`config.mk`:
```
export PLATFORM = sky130hd
export DESIGN_NAME = ctrl_ex_time_param
export DESIGN_NICKNAME = d
export VERILOG_FILES = /design/src/rtl/ctrl_ex_time_param.sv
export SDC_FILE = /design/constraint.sdc
export NUM_CORES = 1
export LEC_CHECK = 0
export CAP_MARGIN = 20
export CORE_MARGIN = 5
export CORE_UTILIZATION = 30
export CTS_CLUSTER_DIAMETER = 120
export CTS_CLUSTER_SIZE = 8
export DETAILED_ROUTE_END_ITERATION = 16
export GPL_ROUTABILITY_DRIVEN = 0
export PLACE_DENSITY_LB_ADDON = 0.2
export SETUP_SLACK_MARGIN = 0.5
export SYNTH_ARGS = -nofsm -noshare
export SYNTH_HDL_FRONTEND = slang
export SYNTH_SLANG_ARGS = --single-unit
```
`constraint.sdc`:
```
create_clock -name Clk -period 2.78 [get_ports Clk]
set_input_delay 0.834 -clock Clk [delete_from_list [all_inputs] [get_ports Clk]]
set_output_delay 0.834 -clock Clk [all_outputs]
set_load 0.01 [all_outputs]
```
`src/rtl/ctrl_ex_time_param.sv`:
```
// Exposure-time controller with synchronised up/down buttons, hold-to-repeat,
// saturating steps and a lock that defers one pending step while exposing.
module ctrl_ex_time_param #(
   parameter int WIDTH         = 6,
   parameter int MIN_T         = 2,
   parameter int MAX_T         = 30,
   parameter int DEFAULT_T     = 10,
   parameter int STEP          = 1,
   parameter int REPEAT_DELAY  = 16,
   parameter int REPEAT_PERIOD = 4
) (
   input  logic             Clk,
   input  logic             Reset,
   input  logic             Exp_increase,
   input  logic             Exp_decrease,
   input  logic             Lock,
   output logic [WIDTH-1:0] EX_time,
   output logic             At_max,
   output logic             At_min,
   output logic             Changed
);

   localparam int CNT_MAX = (REPEAT_DELAY > REPEAT_PERIOD) ? REPEAT_DELAY : REPEAT_PERIOD;
   localparam int CNT_W   = (CNT_MAX > 1) ? $clog2(CNT_MAX) : 1;

   typedef enum logic [1:0] {IDLE, HOLD, REPEAT, BLOCKED} state_t;

   state_t             state_q, state_d;
   logic [CNT_W-1:0]   cnt_q, cnt_d;
   logic               dir_q, dir_d;
   logic               incMeta_q, incS_q, decMeta_q, decS_q;
   logic [WIDTH-1:0]   ex_q, ex_d;
   logic               pendValid_q, pendValid_d;
   logic               pendDir_q, pendDir_d;
   logic               changed_q, changed_d;
   logic               stepReq;
   logic               activeBtn, otherBtn;

   // Saturating step computed one bit wider so it can never wrap.
   function automatic logic [WIDTH-1:0] stepVal(input logic [WIDTH-1:0] cur, input logic up);
      logic [WIDTH:0] ext, stp, mx, mn, res;
      ext = {1'b0, cur};
      stp = (WIDTH+1)'(STEP);
      mx  = (WIDTH+1)'(MAX_T);
      mn  = (WIDTH+1)'(MIN_T);
      if (up) res = ((ext + stp) > mx) ? mx : (ext + stp);
      else    res = (ext < (mn + stp)) ? mn : (ext - stp);
      return res[WIDTH-1:0];
   endfunction

   always_ff @(posedge Clk or posedge Reset) begin
      if (Reset) begin
         incMeta_q   <= 1'b0;
         incS_q      <= 1'b0;
         decMeta_q   <= 1'b0;
         decS_q      <= 1'b0;
         state_q     <= IDLE;
         cnt_q       <= '0;
         dir_q       <= 1'b0;
         ex_q        <= WIDTH'(DEFAULT_T);
         pendValid_q <= 1'b0;
         pendDir_q   <= 1'b0;
         changed_q   <= 1'b0;
      end else begin
         incMeta_q   <= Exp_increase;
         incS_q      <= incMeta_q;
         decMeta_q   <= Exp_decrease;
         decS_q      <= decMeta_q;
         state_q     <= state_d;
         cnt_q       <= cnt_d;
         dir_q       <= dir_d;
         ex_q        <= ex_d;
         pendValid_q <= pendValid_d;
         pendDir_q   <= pendDir_d;
         changed_q   <= changed_d;
      end
   end

   assign activeBtn = dir_q ? incS_q : decS_q;
   assign otherBtn  = dir_q ? decS_q : incS_q;

   always_comb begin
      state_d = state_q;
      cnt_d   = cnt_q;
      dir_d   = dir_q;
      stepReq = 1'b0;
      unique case (state_q)
         IDLE: begin
            if (incS_q && decS_q) begin
               state_d = BLOCKED;
            end else if (incS_q || decS_q) begin
               stepReq = 1'b1;
               dir_d   = incS_q;
               cnt_d   = CNT_W'(REPEAT_DELAY - 1);
               state_d = HOLD;
            end
         end
         HOLD, REPEAT: begin
            if (!activeBtn) begin
               state_d = IDLE;
            end else if (otherBtn) begin
               state_d = BLOCKED;
            end else if (cnt_q == '0) begin
               stepReq = 1'b1;
               cnt_d   = CNT_W'(REPEAT_PERIOD - 1);
               state_d = REPEAT;
            end else begin
               cnt_d = cnt_q - 1'b1;
            end
         end
         BLOCKED: begin
            if (!incS_q && !decS_q) state_d = IDLE;
         end
         default: state_d = IDLE;
      endcase
   end

   // A deferred step always takes precedence over a fresh one on unlock.
   always_comb begin
      ex_d        = ex_q;
      pendValid_d = pendValid_q;
      pendDir_d   = pendDir_q;
      if (!Lock && pendValid_q) begin
         ex_d        = stepVal(ex_q, pendDir_q);
         pendValid_d = 1'b0;
      end else if (Lock && stepReq) begin
         pendValid_d = 1'b1;
         pendDir_d   = dir_d;
      end else if (!Lock && stepReq) begin
         ex_d = stepVal(ex_q, dir_d);
      end
      changed_d = (ex_d != ex_q);
   end

   assign EX_time = ex_q;
   assign At_max  = (ex_q == WIDTH'(MAX_T));
   assign At_min  = (ex_q == WIDTH'(MIN_T));
   assign Changed = changed_q;

endmodule

```
=== Word level (Yosys, flattened, before mapping) ===
Cells that the tools add are included.

* Output and inout port bits: 9
* Word-level logic and storage cells: 80
* Register bits after elaboration: 20

* Bitwise gates (word level): 1
* $lt $le $gt $ge: 2
* Mux-type cells: 33
* Add/subtract/negate cells: 3
* Reductions and logical operators: 17
* Eq/ne operators: 13

{| class="wikitable"
|+ Operator list
! operator !! count
|-
| $mux W6 || 7
|-
| $mux W4 || 5
|-
| $mux W1 || 12
|-
| $mux W2 || 6
|-
| $ne A2 B2 Y1 const B || 5
|-
| $pmux W4 S2 || 1
|-
| $add A6 B1 Y7 const B || 1
|-
| $gt A7 B5 Y1 const B || 1
|-
| $eq A6 B2 Y1 const B || 1
|-
| $eq A6 B5 Y1 const B || 1
|-
| $lt A6 B2 Y1 const B || 1
|-
| $ne A6 B6 Y1 || 1
|-
| $pmux W2 S3 || 1
|-
| $sub A6 B1 Y6 const B || 1
|-
| $logic_and A1 B1 Y1 || 5
|-
| $reduce_and A5 Y1 || 1
|-
| $eq A2 B2 Y1 const B || 2
|-
| $logic_not A4 Y1 || 1
|-
| $ne A4 B4 Y1 const B || 1
|-
| $reduce_bool A2 Y1 || 2
|-
| $sub A4 B1 Y4 const B || 1
|-
| $logic_not A1 Y1 || 3
|-
| $ne A3 B3 Y1 const B || 1
|-
| $reduce_and A3 Y1 || 1
|-
| 7 further kinds || 7
|}

=== Depth between registers and ports, before layout ===
Gate-level depths: netlist (run 1).

* Word-level depth: 10
* Gate-level depth with buffers: 10
* Depth with buffers taken out: 10

=== Worst setup path after synthesis (run 1) ===
Ideal clock, no wire load.

* Path type: register -> register
* From: reg ex_q[1], in the netlist EX_time[1]
* To: reg changed_q, in the netlist Changed
* Buffers on the path: 2
* Slack: 0.482 ns
* Stages on the path, launching flop included: 10
* Library setup time: 0.137 ns
* Data arrival time: 2.161 ns
* Cell sequence: dfstp_2 > buf_2 > inv_1 > ha_1 > clkbuf_1 > nand3b_1 > o21a_1 > o21a_1 > a311oi_1 > nand4_1

* Longest elaborated chain between the ends: 8
* Elaborated cells between the ends (all ways): 12

{| class="wikitable"
|+ RTL lines
! what !! RTL line !! RTL
|-
| start: declaration || 32 || <nowiki>logic [WIDTH-1:0] ex_q, ex_d;</nowiki>
|-
| start signal: assignment || 60 || <nowiki>ex_q <= WIDTH'(DEFAULT_T);</nowiki>
|-
| $add A6 B1 Y7 || 46 || <nowiki>if (up) res = ((ext + stp) > mx) ? mx : (ext + stp);</nowiki>
|-
| $gt A7 B5 Y1 || 46 ||
|-
| $mux W6 (2 in series) || 46 ||
|-
| $mux W6 || 129 || <nowiki>end else if (!Lock && stepReq) begin</nowiki>
|-
| $mux W6 || 126 || <nowiki>end else if (Lock && stepReq) begin</nowiki>
|-
| $mux W6 || 123 || <nowiki>if (!Lock && pendValid_q) begin</nowiki>
|-
| $ne A6 B6 Y1 * || 132 || <nowiki>changed_d = (ex_d != ex_q);</nowiki>
|-
| net changed_d || 35 || <nowiki>logic changed_q, changed_d;</nowiki>
|-
| end signal: assignment || 75 || <nowiki>changed_q <= changed_d;</nowiki>
|-
| end: declaration || 35 ||
|}

Mark *: on every way through the listed nets, which the timed path passes. The rest lies on a longest branch.
A chain may end at the register's enable or synchronous reset.

=== Final worst setup path (run 1) ===
* From: reg ex_q[4], in the netlist EX_time[4]
* To: out EX_time[4]

{| class="wikitable"
|+ RTL lines
! what !! RTL line !! RTL
|-
| end: declaration || 17 || <nowiki>output logic [WIDTH-1:0] EX_time,</nowiki>
|}

No word-level cell between the ends.

==> results of run 1 <==
[power breakdown]
part	switching, uW	internal (uW)
combinational	975	868
sequential	107	401
clock	106	192
[cell usage after synthesis (2+ instances only)]
master	number	area, um^2
nor3_1	3	15.0
o21ai_0	4	20.0
nor3b_1	2	15.0
ha_1	11	138
clkbuf_1	2	7.51
o211ai_1	3	22.5
a22oi_1	3	22.5
buf_4	2	15.0
dfstp_2	2	52.6
a21oi_2	2	17.5
nand3b_1	2	15.0
dfrtp_1	18	450
inv_1	15	56.3
nand2b_1	9	56.3
a311oi_1	2	17.5
a211oi_1	3	22.5
xor2_1	2	17.5
buf_2	5	25.0
mux2i_1	2	20.0
or3_1	3	18.8
a221oi_1	4	35.0
o21a_1	4	30.0
a22o_1	2	17.5
nor2_2	2	12.5
a31oi_1	5	31.3
nand2_1	13	48.8
nor2_1	17	63.8
a21oi_1	14	70.1
nor4_1	2	12.5
o21ai_1	5	25.0
a31o_2	2	17.5
nand3_1	4	20.0
[cells in the final DEF (no fill, tap or decap), types with 3 or more instances in the layout]
cell type / instances
a211oi_1: 3
a21oi_1: 14
a22oi_1: 3
a31oi_1: 5
buf_4: 26
clkbuf_8: 3
clkdlybuf4s50_1: 8
dfrtp_1: 16
ha_1: 6
ha_4: 4
inv_1: 12
inv_2: 3
nand2_1: 13
nand2b_1: 7
nand3_1: 4
nor2_1: 17
nor3_1: 3
o211ai_1: 3
o21a_1: 3
o21ai_0: 4
o21ai_1: 5
or3_1: 3
[per-stage QoR]
stage	setup slack, ns	power [uW]
floorplan	0.580	1540
global placement	0.147	1950
detailed placement	0.132	1920
CTS	0.419	2420
global route	0.386	2840
finish	0.490	2650
[routing by layer]
metal  share of wire (%)  up-vias  global-route usage, %  wire length (um)
li1                    -      785                      -                 -
met1                  45      742                   16.6              2080
met2                  51       27                   20.4              2350
met3                 2.4        2                   1.28               112
met4                0.79        0                   4.17                36
met5                   0        -                      0                 0
[flip-flops by register name, summed over array words and instances, names as in the netlist]
signal	count
decMeta_q	1
state_q	2
pendDir_q	1
incMeta_q	1
dir_q	1
cnt_q	4
Changed	1
incS_q	1
pendValid_q	1
EX_time	6
decS_q	1
[logic make-up (layout without fill, tap and decap cells)]
logic type	after synthesis	count (layout)	synth area share, %
flip-flops	20	20	30.2
buffers and inverters	27	62	7.21
AND/OR/NAND/NOR	66	66	21.7
adder cells (fa/ha/maj)	11	11	8.26
XOR/XNOR	3	3	1.58
multiplexers	5	5	4.06
AO/OA/AOI/OAI	64	64	27.0
[cell type report]
cell class,instances,share of cell area [%]
Timing Repair Buffer,41,15.5
Inverter,17,3.05
Multi-Input combinational cell,149,51.9
Sequential cell,20,22.4
Clock buffer,3,1.83
Clock inverter,1,1.33
Tap cell,72,3.99
[worst max path at each step]
stage                                    to  slack [ns]
after floorplan           Changed$_DFF_PP0_        0.58
after global placement    Changed$_DFF_PP0_        0.15
after detailed placement  Changed$_DFF_PP0_        0.13
after CTS                            At_min        0.42
after global routing      Changed$_DFF_PP0_        0.39
final                            EX_time[4]        0.49
[critical path: stages, from the launching register on]
cell and delay [ns]:
dfrtp_1 0.45, buf_4 0.20, clkdlybuf4s50_1 0.56
[timing repair]
action	CTS	global route
gates resized for setup	16	23
pin swaps	2	9
setup endpoints to repair	8	12
buffers inserted	8	11
==> impl_metrics.json, run 1 <==
{
  "syn_nets": 212,
  "period_minus_slack_ns": 2.29,
  "drcViolationCount": 0,
  "end_kind": "primary output",
  "ff_latch_area_um2": 505,
  "fin_crit_sh_pct": 82.4,
  "dp_cells": 280,
  "synth-seq-cells": 20,
  "tightestPinTransition_ns": 0.450,
  "crit_arrival_ns": 1.46,
  "clock_path_buffers": 2,
  "min_path_type": "flip-flop to flip-flop",
  "status": "completed",
  "hold_viol": 0,
  "ys.flop_type": "dfrtp_1",
  "dr_total_vias": 1556,
  "grt_pass1_vias": 1462,
  "cts_tree": "done",
  "setup-violations-final": 0,
  "synth_enable_flop_cells": 0,
  "synthArstFlopShare_pct": 100,
  "hold_ws_ns": 0.354,
  "drive_above_1_share_pct": 29.9,
  "cts_hold_buf": 0,
  "grt_max_degree": 21,
  "syn-instance-count": 196,
  "ir_drop_v": 0.000584,
  "multi_input_area_mm2": 0.00117,
  "path_max_fanout": 8,
  "fillers": 550,
  "coreArea_mm2": 0.00544,
  "cts-root-buf": "clkbuf_8",
  "cts_made_buffers": 3,
  "min_from": "incMeta_q$_DFF_PP0_",
  "p_leak_uw": 0.000956,
  "reg2reg_to": "Changed$_DFF_PP0_",
  "ios": 14,
  "startpoint": "EX_time[4]$_DFF_PP0_",
  "max_slew_margin_pct": 69.8,
  "rsz0062_at_grt": "true",
  "hold_path_end": "incS_q$_DFF_PP0_",
  "dr.first_iter.drc_count": 69,
  "r2r_cells": 9,
  "worstReg2RegStart": "EX_time[1]$_DFF_PP1_",
  "synthToLayoutAreaGrowth_pct": 35.5,
  "cts_max_level": 1,
  "ant_nets": 0,
  "rows": 27,
  "crit_path_start_kind": "flip-flop",
  "maxSlewViolCount": 0,
  "ys_seq_area_share_pct": 30.2,
  "fin_tns_setup_ns": 0,
  "dpl-instance-area_mm2": 0.00190,
  "fin_util_pct": 41.5,
  "skew_ns": 0.00728,
  "place_hpwl_mm": 3.01,
  "path_class": "flip-flop to primary output",
  "die_w_um": 84.5,
  "avgViaCountPerCell": 5.14,
  "dieArea_mm2": 0.00714,
  "power_density_mw_per_mm2": 1170,
  "clkSinkCount": 20,
  "syn_area_mm2": 0.00167,
  "critical_path_required_ns": 1.95,
  "fmax_ghz": 0.437,
  "fin_cells": 303,
  "nets": 248,
  "antenna_cells": 0,
  "grt.total_usage_pct": 12.3,
  "grt_antenna_before_repair": 0,
  "whs_path_depth": 0,
  "ys_warn_count": 0,
  "grt_overflow": 0,
  "initial_core_util_pct": 30.6,
  "wire_per_inst_um": 15.1,
  "portBuffers": 13,
  "fin_area_mm2": 0.00226,
  "totalWireLength_mm": 4.58,
  "drtPass1Iterations": 4,
  "die_y_um": 84.5,
  "drv_cap": 0,
  "grt_pass1_wl_mm": 7.21,
  "rrSetupSlack_ns": 0.52,
  "insertion_delay_ns": 0.26,
  "syn_area_per_cell_um2": 8.50,
  "synth.distinct_cells": 59,
  "clk_pin_slew_ns": 0.09
}
(Power assumes the default switching activity.)
==> run 2, diff against run 1 <==
==> constraint.sdc (replaced) <==
create_clock -name Clk -period 1.88 [get_ports Clk]
set_input_delay 0.564 -clock Clk [delete_from_list [all_inputs] [get_ports Clk]]
set_output_delay 0.564 -clock Clk [all_outputs]
set_load 0.01 [all_outputs]
==> run 2 against run 1 <==
  * The run now ends with setup timing left
  * Critical path depth rose by 9
  * Sequential power rose by 51%
  * Combinational power rose by 100%
  * Non-clock buffer count rose by 54
  * Die area did not move
  * Final cell count rose by 18%
==> impl_metrics.json, run 2 (synthesis results as in run 1) <==
{
  "cts_max_level": 1,
  "nets": 302,
  "hold_viol": 0,
  "grt_overflow": 0,
  "antenna_cells": 0,
  "path_class": "flip-flop to flip-flop",
  "seq_power_share_pct": 16.0,
  "drv_cap": 0,
  "grt_antenna_before_repair": 0,
  "violations": "setup timing",
  "initial_core_util_pct": 30.6,
  "fmax_ghz": 0.459,
  "cts_tree": "done",
  "ios": 14,
  "crit_path_start_kind": "flip-flop",
  "portBuffers": 13,
  "crit_arrival_ns": 2.36,
  "ant_nets": 0,
  "grt_pass1_vias": 1744,
  "ir_drop_v": 0.000847,
  "path_max_fanout": 7,
  "totalWireLength_mm": 5.15,
  "skew_ns": 0.00300,
  "tightestPinTransition_ns": 0.599,
  "setup-violations-final": 10,
  "p_sw_uw": 2050,
  "grt.total_usage_pct": 14.6,
  "grt_max_degree": 21,
  "p_leak_uw": 0.00125,
  "comb_power_share_pct": 77.5,
  "die_w_um": 84.5,
  "grt_pass1_wl_mm": 8.55,
  "dieArea_mm2": 0.00714,
  "clk_pin_slew_ns": 0.08,
  "clkSinkCount": 20,
  "dp_cells": 329,
  "period_minus_slack_ns": 2.18,
  "sw_frac_of_total_pct": 42.7,
  "preCtsSetupSlack_ns": -0.329,
  "internal_power_uw": 2740,
  "clock_path_buffers": 2,
  "maxSlewViolCount": 0,
  "drcViolationCount": 0,
  "avgViaCountPerCell": 4.98,
  "status": "finished with violations",
  "finalWorstSetupSlack_ns": -0.301,
  "drtPass1Iterations": 4,
  "final_cell_mix": "buf_4, buf_6, dfrtp_1",
  "fin_crit_sh_pct": 116,
  "cts-root-buf": "clkbuf_8",
  "max_slew_margin_pct": 60.0,
  "end_kind": "flip-flop",
  "dr.first_iter.drc_count": 75,
  "largest_reg_flops": 6,
  "p_clk_share_pct": 6.5,
  "coreArea_mm2": 0.00544,
  "dr_total_vias": 1779,
  "rows": 27,
  "rsz0062_at_grt": "true",
  "wire_per_inst_um": 14.4,
  "cts_made_buffers": 3,
  "final_common_cell": "buf_4",
  "fin_cells": 357,
  "critical_path_required_ns": 2.06,
  "power_density_mw_per_mm2": 1700,
  "drive_above_1_share_pct": 52.3,
  "synthToLayoutAreaGrowth_pct": 69.6,
  "die_y_um": 84.5,
  "insertion_delay_ns": 0.26,
  "min_path_type": "flip-flop to flip-flop",
  "place_hpwl_mm": 3.66
}
run 2: power by group through the flow:
stage	combinational (uW)	clock (uW)	sequential, uW
2_1_floorplan	1770	0	766
3_3_place_gp	2830	0	767
3_5_place_dp	2800	0	774
4_1_cts	3210	317	761
5_1_grt	4050	333	790
6_report	3710	313	766
run 2: area by class of cell:
cell class / instances / area, um^2
Multi-Input combinational cell: 149 / 1310
Fill cell: 523 / 2620
Tap cell: 72 / 90.1
Inverter: 17 / 71.3
Timing Repair Buffer: 95 / 805
Sequential cell: 20 / 505
Clock buffer: 4 / 45.0
run 2: critical path: stages, from the launching register on:
cell and delay (ns):
dfrtp_1 0.41, ha_2 0.22, nor3b_4 0.26, mux2i_4 0.36, buf_12 0.15, inv_8 0.04
nor2_4 0.11, buf_6 0.12, a221oi_2 0.05, o22ai_1 0.14, o21ai_1 0.08, o21ai_1 0.16
run 2: layer usage:
metal | GRT usage [%] | wire (um) | vias up
met5 | 0 | 0 | -
met4 | 5.18 | 74 | 0
met3 | 2.06 | 169 | 6
met2 | 24.1 | 2550 | 36
met1 | 19.2 | 2350 | 848
li1 | - | - | 889
run 2: worst paths after layout:
path / cells past startpoint / startpoint / slack, ns / end
min in group asynchronous: 3 / Reset / 0.63 / EX_time[4]$_DFF_PP0_
setup / recovery: 11 / decS_q$_DFF_PP0_ / -0.30 / EX_time[2]$_DFF_PP0_
max in group asynchronous: 3 / Reset / 0.96 / EX_time[1]$_DFF_PP1_
hold reg to reg: 0 / incMeta_q$_DFF_PP0_ / 0.35 / incS_q$_DFF_PP0_
hold / removal: 0 / incMeta_q$_DFF_PP0_ / 0.35 / incS_q$_DFF_PP0_
setup reg to reg: 11 / decS_q$_DFF_PP0_ / -0.30 / EX_time[2]$_DFF_PP0_
run 2: what timing repair did:
| action | 4_1_cts | 5_1_grt |
|---|---|---|
| setup endpoints to repair | 25 | 24 |
| resized for setup | 55 | 39 |
| pin swaps | 10 | 13 |
| hold endpoints to repair | 0 | 0 |
| setup buffers | 11 | 13 |
| hold buffers | 0 | 0 |
run 2: per-stage QoR:
| stage | total power (uW) | TNS [ns] | area [um^2] | utilization (%) | hold slack [ns] |
|---|---|---|---|---|---|
| floorplan | 2540 | -0.670 | 1780 | - | 0.331 |
| global placement | 3600 | -2.00 | 2340 | 43.1 | 0.331 |
| detailed placement | 3570 | -1.92 | 2340 | 43.1 | 0.337 |
| CTS | 4290 | -1.76 | 2580 | 47.4 | 0.357 |
| global route | 5180 | -2.76 | 2820 | 51.9 | 0.374 |
| finish | 4790 | -1.70 | 2820 | 51.9 | 0.355 |
